**src/rtl/mcu_multichannel.sv**
```systemverilog
// mcu_multichannel: AES control unit that round-robins NUM_CH Rx/Tx FIFO pairs,
// keeps a per-channel encrypt/decrypt mode and defers key reloads until the block in flight is done.
module mcu_multichannel #(
  parameter int NUM_CH = 2,
  parameter int CH_W = (NUM_CH > 1) ? $clog2(NUM_CH) : 1,
  parameter int CNT_W = 16
) (
  input  logic              clk,
  input  logic              n_reset,
  input  logic              key_in,
  input  logic              generation_done,
  input  logic [NUM_CH-1:0] enc_pulse,
  input  logic [NUM_CH-1:0] dec_pulse,
  input  logic [NUM_CH-1:0] emptyRx,
  input  logic [NUM_CH-1:0] fullRx,
  input  logic [NUM_CH-1:0] fullTx,
  input  logic              accepted,
  input  logic              data_done,
  output logic              mcu_key_in,
  output logic [NUM_CH-1:0] rcv_deq,
  output logic              read_fifo,
  output logic [NUM_CH-1:0] trans_enq,
  output logic              is_encrypt,
  output logic [CH_W-1:0]   ch_sel,
  output logic [3:0]        status_bits,
  output logic [CNT_W-1:0]  block_cnt,
  output logic [NUM_CH-1:0] rx_overflow
);
  typedef enum logic [2:0] {
    NOKEY = 3'd0, KEYWAIT = 3'd1, READY = 3'd2, DEQ = 3'd3,
    LOAD = 3'd4, BUSY = 3'd5, ENQ = 3'd6
  } state_t;
  state_t state, state_n;
  logic key_valid, key_pend, do_key, do_grant, do_enq, set_valid, found, in_block, pre_key;
  logic [CH_W-1:0] last, gnt, idx;
  logic [NUM_CH-1:0] mode;
  assign status_bits = {key_valid, state};
  assign in_block = state inside {DEQ, LOAD, BUSY, ENQ};
  assign pre_key = state inside {NOKEY, KEYWAIT};
  // Round-robin search starting just after the last channel served
  always_comb begin
    found = 1'b0;
    gnt = '0;
    idx = '0;
    for (int i = 1; i <= NUM_CH; i++) begin
      idx = CH_W'((int'(last) + i) % NUM_CH);
      if (!found && !emptyRx[idx] && !fullTx[idx]) begin
        found = 1'b1;
        gnt = idx;
      end
    end
  end
  always_comb begin
    state_n = state;
    do_key = 1'b0;
    do_grant = 1'b0;
    do_enq = 1'b0;
    set_valid = 1'b0;
    case (state)
      NOKEY: begin
        do_key = key_in;
        state_n = key_in ? KEYWAIT : NOKEY;
      end
      KEYWAIT: begin
        set_valid = generation_done;
        state_n = generation_done ? READY : KEYWAIT;
      end
      READY: begin
        do_key = key_in;
        do_grant = !key_in && found;
        state_n = key_in ? KEYWAIT : (found ? DEQ : READY);
      end
      DEQ: state_n = LOAD;
      LOAD: state_n = accepted ? BUSY : LOAD;
      BUSY: state_n = data_done ? ENQ : BUSY;
      ENQ: begin
        do_enq = !fullTx[ch_sel];
        do_key = do_enq && (key_pend || key_in);
        state_n = !do_enq ? ENQ : (do_key ? KEYWAIT : READY);
      end
      default: state_n = NOKEY;
    endcase
  end
  always_ff @(posedge clk or negedge n_reset)
    if (!n_reset) state <= NOKEY;
    else state <= state_n;
  always_ff @(posedge clk or negedge n_reset)
    if (!n_reset) begin
      key_valid <= 1'b0;
      key_pend <= 1'b0;
      last <= CH_W'(NUM_CH - 1);
      mode <= '1;
      mcu_key_in <= 1'b0;
      rcv_deq <= '0;
      read_fifo <= 1'b0;
      trans_enq <= '0;
      is_encrypt <= 1'b1;
      ch_sel <= '0;
      block_cnt <= '0;
      rx_overflow <= '0;
    end else begin
      key_valid <= do_key ? 1'b0 : (set_valid | key_valid);
      key_pend <= do_key ? 1'b0 : (key_pend | (key_in & in_block));
      last <= do_enq ? ch_sel : last;
      // Simultaneous enc and dec pulses leave the mode untouched
      mode <= (mode & ~(dec_pulse & ~enc_pulse)) | (enc_pulse & ~dec_pulse);
      mcu_key_in <= do_key;
      rcv_deq <= do_grant ? NUM_CH'(1) << gnt : '0;
      read_fifo <= do_grant;
      trans_enq <= do_enq ? NUM_CH'(1) << ch_sel : '0;
      is_encrypt <= do_grant ? mode[gnt] : is_encrypt;
      ch_sel <= do_grant ? gnt : ch_sel;
      block_cnt <= block_cnt + CNT_W'(do_enq);
      rx_overflow <= rx_overflow | ({NUM_CH{pre_key}} & fullRx);
    end
endmodule

```
**config.mk**
```make
export PLATFORM = sky130hd
export DESIGN_NAME = mcu_multichannel
export DESIGN_NICKNAME = d
export VERILOG_FILES = /design/src/rtl/mcu_multichannel.sv
export SDC_FILE = /design/constraint.sdc
export NUM_CORES = 1
export LEC_CHECK = 0
export ABC_CLOCK_PERIOD_IN_PS = 2300
export CAP_MARGIN = 15
export CORE_ASPECT_RATIO = 0.6
export CORE_UTILIZATION = 23
export CTS_CLUSTER_DIAMETER = 50
export DETAILED_ROUTE_END_ITERATION = 8
export PLACE_DENSITY_LB_ADDON = 0.08
export SYNTH_ARGS = -nofsm -noshare
export SYNTH_HDL_FRONTEND = slang
export SYNTH_SLANG_ARGS = --single-unit
```
**constraint.sdc**
```tcl
create_clock -name clk -period 2.3 [get_ports clk]
set_clock_uncertainty 0.1 [all_clocks]
set_input_delay 0.46 -clock clk [delete_from_list [all_inputs] [get_ports clk]]
set_output_delay 0.46 -clock clk [all_outputs]
set_load 0.05 [all_outputs]
```
==> results.env <==
NETLIST_AREA_MM2=0.00153
P_SEQ_FRAC=0.377
TIMING.CRITICAL_PATH.DEPTH=1
CP_DATA_ARRIVAL_TIME_NS=1.61
GRT_MAX_DEGREE=17
MAX-CLOCK-PATH-BUFFERS=2
ROUTED_VIA_DENSITY=4.35
SYNTH.YOSYS.SEQ_AREA_SHARE=0.560
CRITPATHKIND='reg2out'
POSTCTSSETUPREPAIRBUFS=0
SWITCHING_SHARE=0.389
UNREPAIRED_SETUP_ENDPOINTS_AFTER_GLOBAL_ROUTING='false'
CTS.HOLD.BUFFERS_ADDED=0
AREAGROWTHSYNTHTOFINISH_PCT=48.6
CTS_MADE_BUFFERS=5
DRC=0
POST_SYNTH.CELL_AREA_AVG_UM2=11.6
CLK_TRANSITION_REPORTED_PATHS_NS=0.07
DPL.HPWL_UM=3000
YOSYSWARNINGCOUNT=0
DRTANTENNAVIOLNETS=0
START_UTIL=0.244
CTS_RESIZED=0
DEPTH_OF_THE_WORST_REGISTER_TO_REGISTER_PATH=8
PLACED_INST_AREA_MM2=0.00215
WORSTMARGINPINSLEW_NS=0.525
CRITICAL_PATH_PEAK_FANOUT=5
POWERDENSITY_mW_PER_MM2=932
LAYOUT_CELL_AREA_EXCL_FILL_MM2=0.00227
SYNTHFLOPTYPE='dfrtp_1'
TIMING.MAX_SLEW.REL_SLACK=0.649
SEQUENCE_OF_CELLS_ON_THE_CRITICAL_PATH='clkdlybuf4s50_1'
RUN_STATUS='completed'
NUMBER_OF_VIAS_IN_THE_ROUTED_LAYOUT=1209
WORSTSETUPENDPOINTTYPE='primary output'
CLOCK_TREE.ROOT_CELL='clkbuf_8'
LAYOUT-DRIVE-GT1-SHARE=0.201
TIMING.REG2REG.SETUP_SLACK_NS=0.26
POST-ROUTE-UTIL=0.362
CPPEAKSTAGEDELAY_NS=0.85
SYNTH-SIMPLE-AREA-SHARE=0.194
CELLINTERNALPOWER_uW=1290
CRITICAL_PATH.TOP_DELAY_FAMILY='buffers and inverters'
TIMING_MAX_TRANSITION_VIOLATIONS_FINAL=0
WORSTPATHBUFFERINVERTERCOUNT=1
GRT_ANTENNA_BEFORE_REPAIR=0
POST_SYNTHESIS_COMPOUND_GATE_AREA_FRACTION=0.0851
TIMING.CRITICAL_PATH.REQUIRED_NS=1.74
DIE_X_UM=107
DRT_FIRST_ITER_VIOLATIONS=48
CRITPATHLAUNCHTYPE='flip-flop'
SYNTH_CELL_TYPES=40
ANTENNA_CELLS_INSERTED=0
DRT-TOTAL-WL_UM=3870
DRTPASS1ITERATIONS=4
DESIGN.DIE.AREA_MM2=0.00699
FMAXACHIEVABLE_MHz=460
CORE_AREA_MM2=0.00628
MAX_RAIL_DROP_VDD_uV=468
GRT_PASS1_VIAS=1251
ASYNC_RESET_FF_FRAC=1.00
CTS_HTREE_LEVELS=2
TOTAL_LEAKAGE_POWER_uW=0.000990
FLOORPLAN.ROWS=22
CLK-INSERTION-DELAY-LATE_NS=0.28
SYNTH-ADDER-AREA-SHARE=0.0164
PLACEMENT.IO_BUFFERS=45
CAP_VIOL_MAX_COUNT=0
FINALSETUPVIOLCOUNT=0
GRT_PASS1_WL_UM=6360
DETAIL_ROUTE.WIRELENGTH.MET1_UM=2130
SYNTH.FF_LATCH_COUNT=34
SWITCHING_POWER_uW=823
YOSYS-MUX-AREA-FRACTION=0.0417
WL_MET3_UM=219
MIN_PERIOD_OVER_PERIOD=0.946
WL_PER_CELL_UM=13.9
POWER_FRAC_COMB=0.410
CLOCK_TREE_FROM_TRITONCTS='built'
FINALNETCOUNT=211
FINALHOLDWORSTSLACK_NS=0.351
GP_ROUTABILITY_CONGESTION=0.720
CRITICAL-PATH-SLOWEST-CELL='clkdlybuf4s50_1'
SYNTHXORXNORAREAFRAC=0.0802
GRT.TOTAL_USAGE=0.123
SYNTH_FP_NETS=150
DESIGN_POWER_TOTAL_uW=2120
DIE_H_UM=65.2
DR.MAX_LAYER_USED='met4'
GLOBAL_ROUTE.OVERFLOW_TOTAL=0
NUMBER_OF_FLOPS_MAPPED_TO_ENABLE_CELLS_BY_YOSYS=0
IOPINCOUNT=46
CTS_NUM_SINKS=34
MIN_PATH_TYPE='in2async'
ROUTE.MET2.WL_UM=1500
LARGEST_FAMILY_OF_LOGIC_CELLS_BY_SYNTHESIZED_AREA='simple AND/OR/NAND/NOR gates'
SYNTH_CELLS=132
TIMING_HOLD_VIOLATIONS_FINAL=0
POWER.CLOCK.FRACTION=0.213
POST-ROUTE-MIN-PERIOD_NS=2.17
-- layout by cell type (no fill, tap or decap), drive strengths merged, types with 2 or more instances in the layout --
cell           synthesis  final
a21o                   3      3
a21oi                  2      2
buf                    2     14
clkbuf                 1      8
clkdlybuf4s50          0     43
dfrtp                 30     30
dfstp                  4      4
ha                     2      2
inv                    5      5
mux2                   3      3
mux2i                  3      3
nand2                  8      8
nand2b                 2      2
nand3                  5      5
nand4                  3      3
nor2                  10     10
nor3                   5      5
nor3b                  2      2
nor4                   4      4
nor4b                  2      2
o21ai                  6      6
or3                    2      2
xnor2                  4      4
xor2                  10     10
-- routing by layer --
metal / vias up / GRT usage
met2: 32 / 0.162
met4: 0 / 0.0360
met3: 2 / 0.0437
met1: 584 / 0.184
met5: - / 0
li1: 591 / -
-- worst reg2reg max path: cells and delay by family, from the launching register on --
family	cells	cell delay, ns
xor gates and xnor gates	1	0.16
adders and majority gates	2	0.43
buffers and inverters	1	0.17
DFF	1	0.42
muxes	1	0.37
and+or+nand+nor	3	0.32
-- kinds of logic (layout without fill, tap and decap cells) --
| family | after synthesis | after routing |
|---|---|---|
| AOI/OAI and AO/OA | 19 | 19 |
| xor gates and xnor gates | 14 | 14 |
| adders and majority gates | 2 | 2 |
| buffers and inverters | 8 | 70 |
| DFF | 34 | 34 |
| muxes | 6 | 6 |
| and+or+nand+nor | 49 | 49 |
-- cell type report --
class	instances	area [um2]
inverter	5	18.8
tap	84	105
sequential	34	857
clock buffer	8	90.1
multi-input combinational	90	666
timing repair buffer	57	536
fill	634	4000
-- sequential cells by signal (all words and copies together) (netlist names) --
name         count
state            3
trans_enq        2
rcv_deq          2
key_pend         1
is_encrypt       1
last             1
key_valid        1
read_fifo        1
ch_sel           1
rx_overflow      2
block_cnt       16
mcu_key_in       1
mode             2
-- final timing paths --
check | start | end
hold / removal | n_reset | read_fifo
min in group clk | rx_overflow[0] | rx_overflow[0]
setup / recovery | block_cnt[2] | block_cnt[2]
setup reg to reg | ch_sel | block_cnt[6]
max in group asynchronous | n_reset | mode[0]
hold reg to reg | rx_overflow[0] | rx_overflow[0]
-- power groups by stage --
stage	clock network (uW)	registers [uW]	logic (uW)
floorplan	0	1060	297
detailed placement	0	805	871
finish	450	799	868
global placement	0	808	865
CTS	468	796	875
global route	492	815	931
-- metrics by stage --
stage	setup TNS, ns	std cells	worst slack, ns
5_1_grt	0	278	0.00196
4_1_cts	0	278	0.0281
3_3_place_gp	-1.20	270	-0.172
3_5_place_dp	-1.71	270	-0.249
6_report	0	278	0.125
2_1_floorplan	0	132	0.119
-- cells in the mapped netlist (2+ instances only) --
master / count / area share
mux2_2: 3 / 0.022
o21ai_0: 6 / 0.020
mux2i_1: 3 / 0.020
nor3b_1: 2 / 0.0098
nor3_1: 5 / 0.016
nor4_1: 4 / 0.016
dfstp_2: 4 / 0.069
nand4_1: 3 / 0.012
nor2_1: 10 / 0.025
a21o_1: 3 / 0.015
inv_1: 5 / 0.012
nand3_1: 5 / 0.016
ha_1: 2 / 0.016
nand2_1: 8 / 0.020
or3_1: 2 / 0.0082
dfrtp_1: 30 / 0.49
xor2_1: 10 / 0.057
xnor2_1: 4 / 0.023
a21oi_1: 2 / 0.0065
Power figures use the tool's default switching activity.
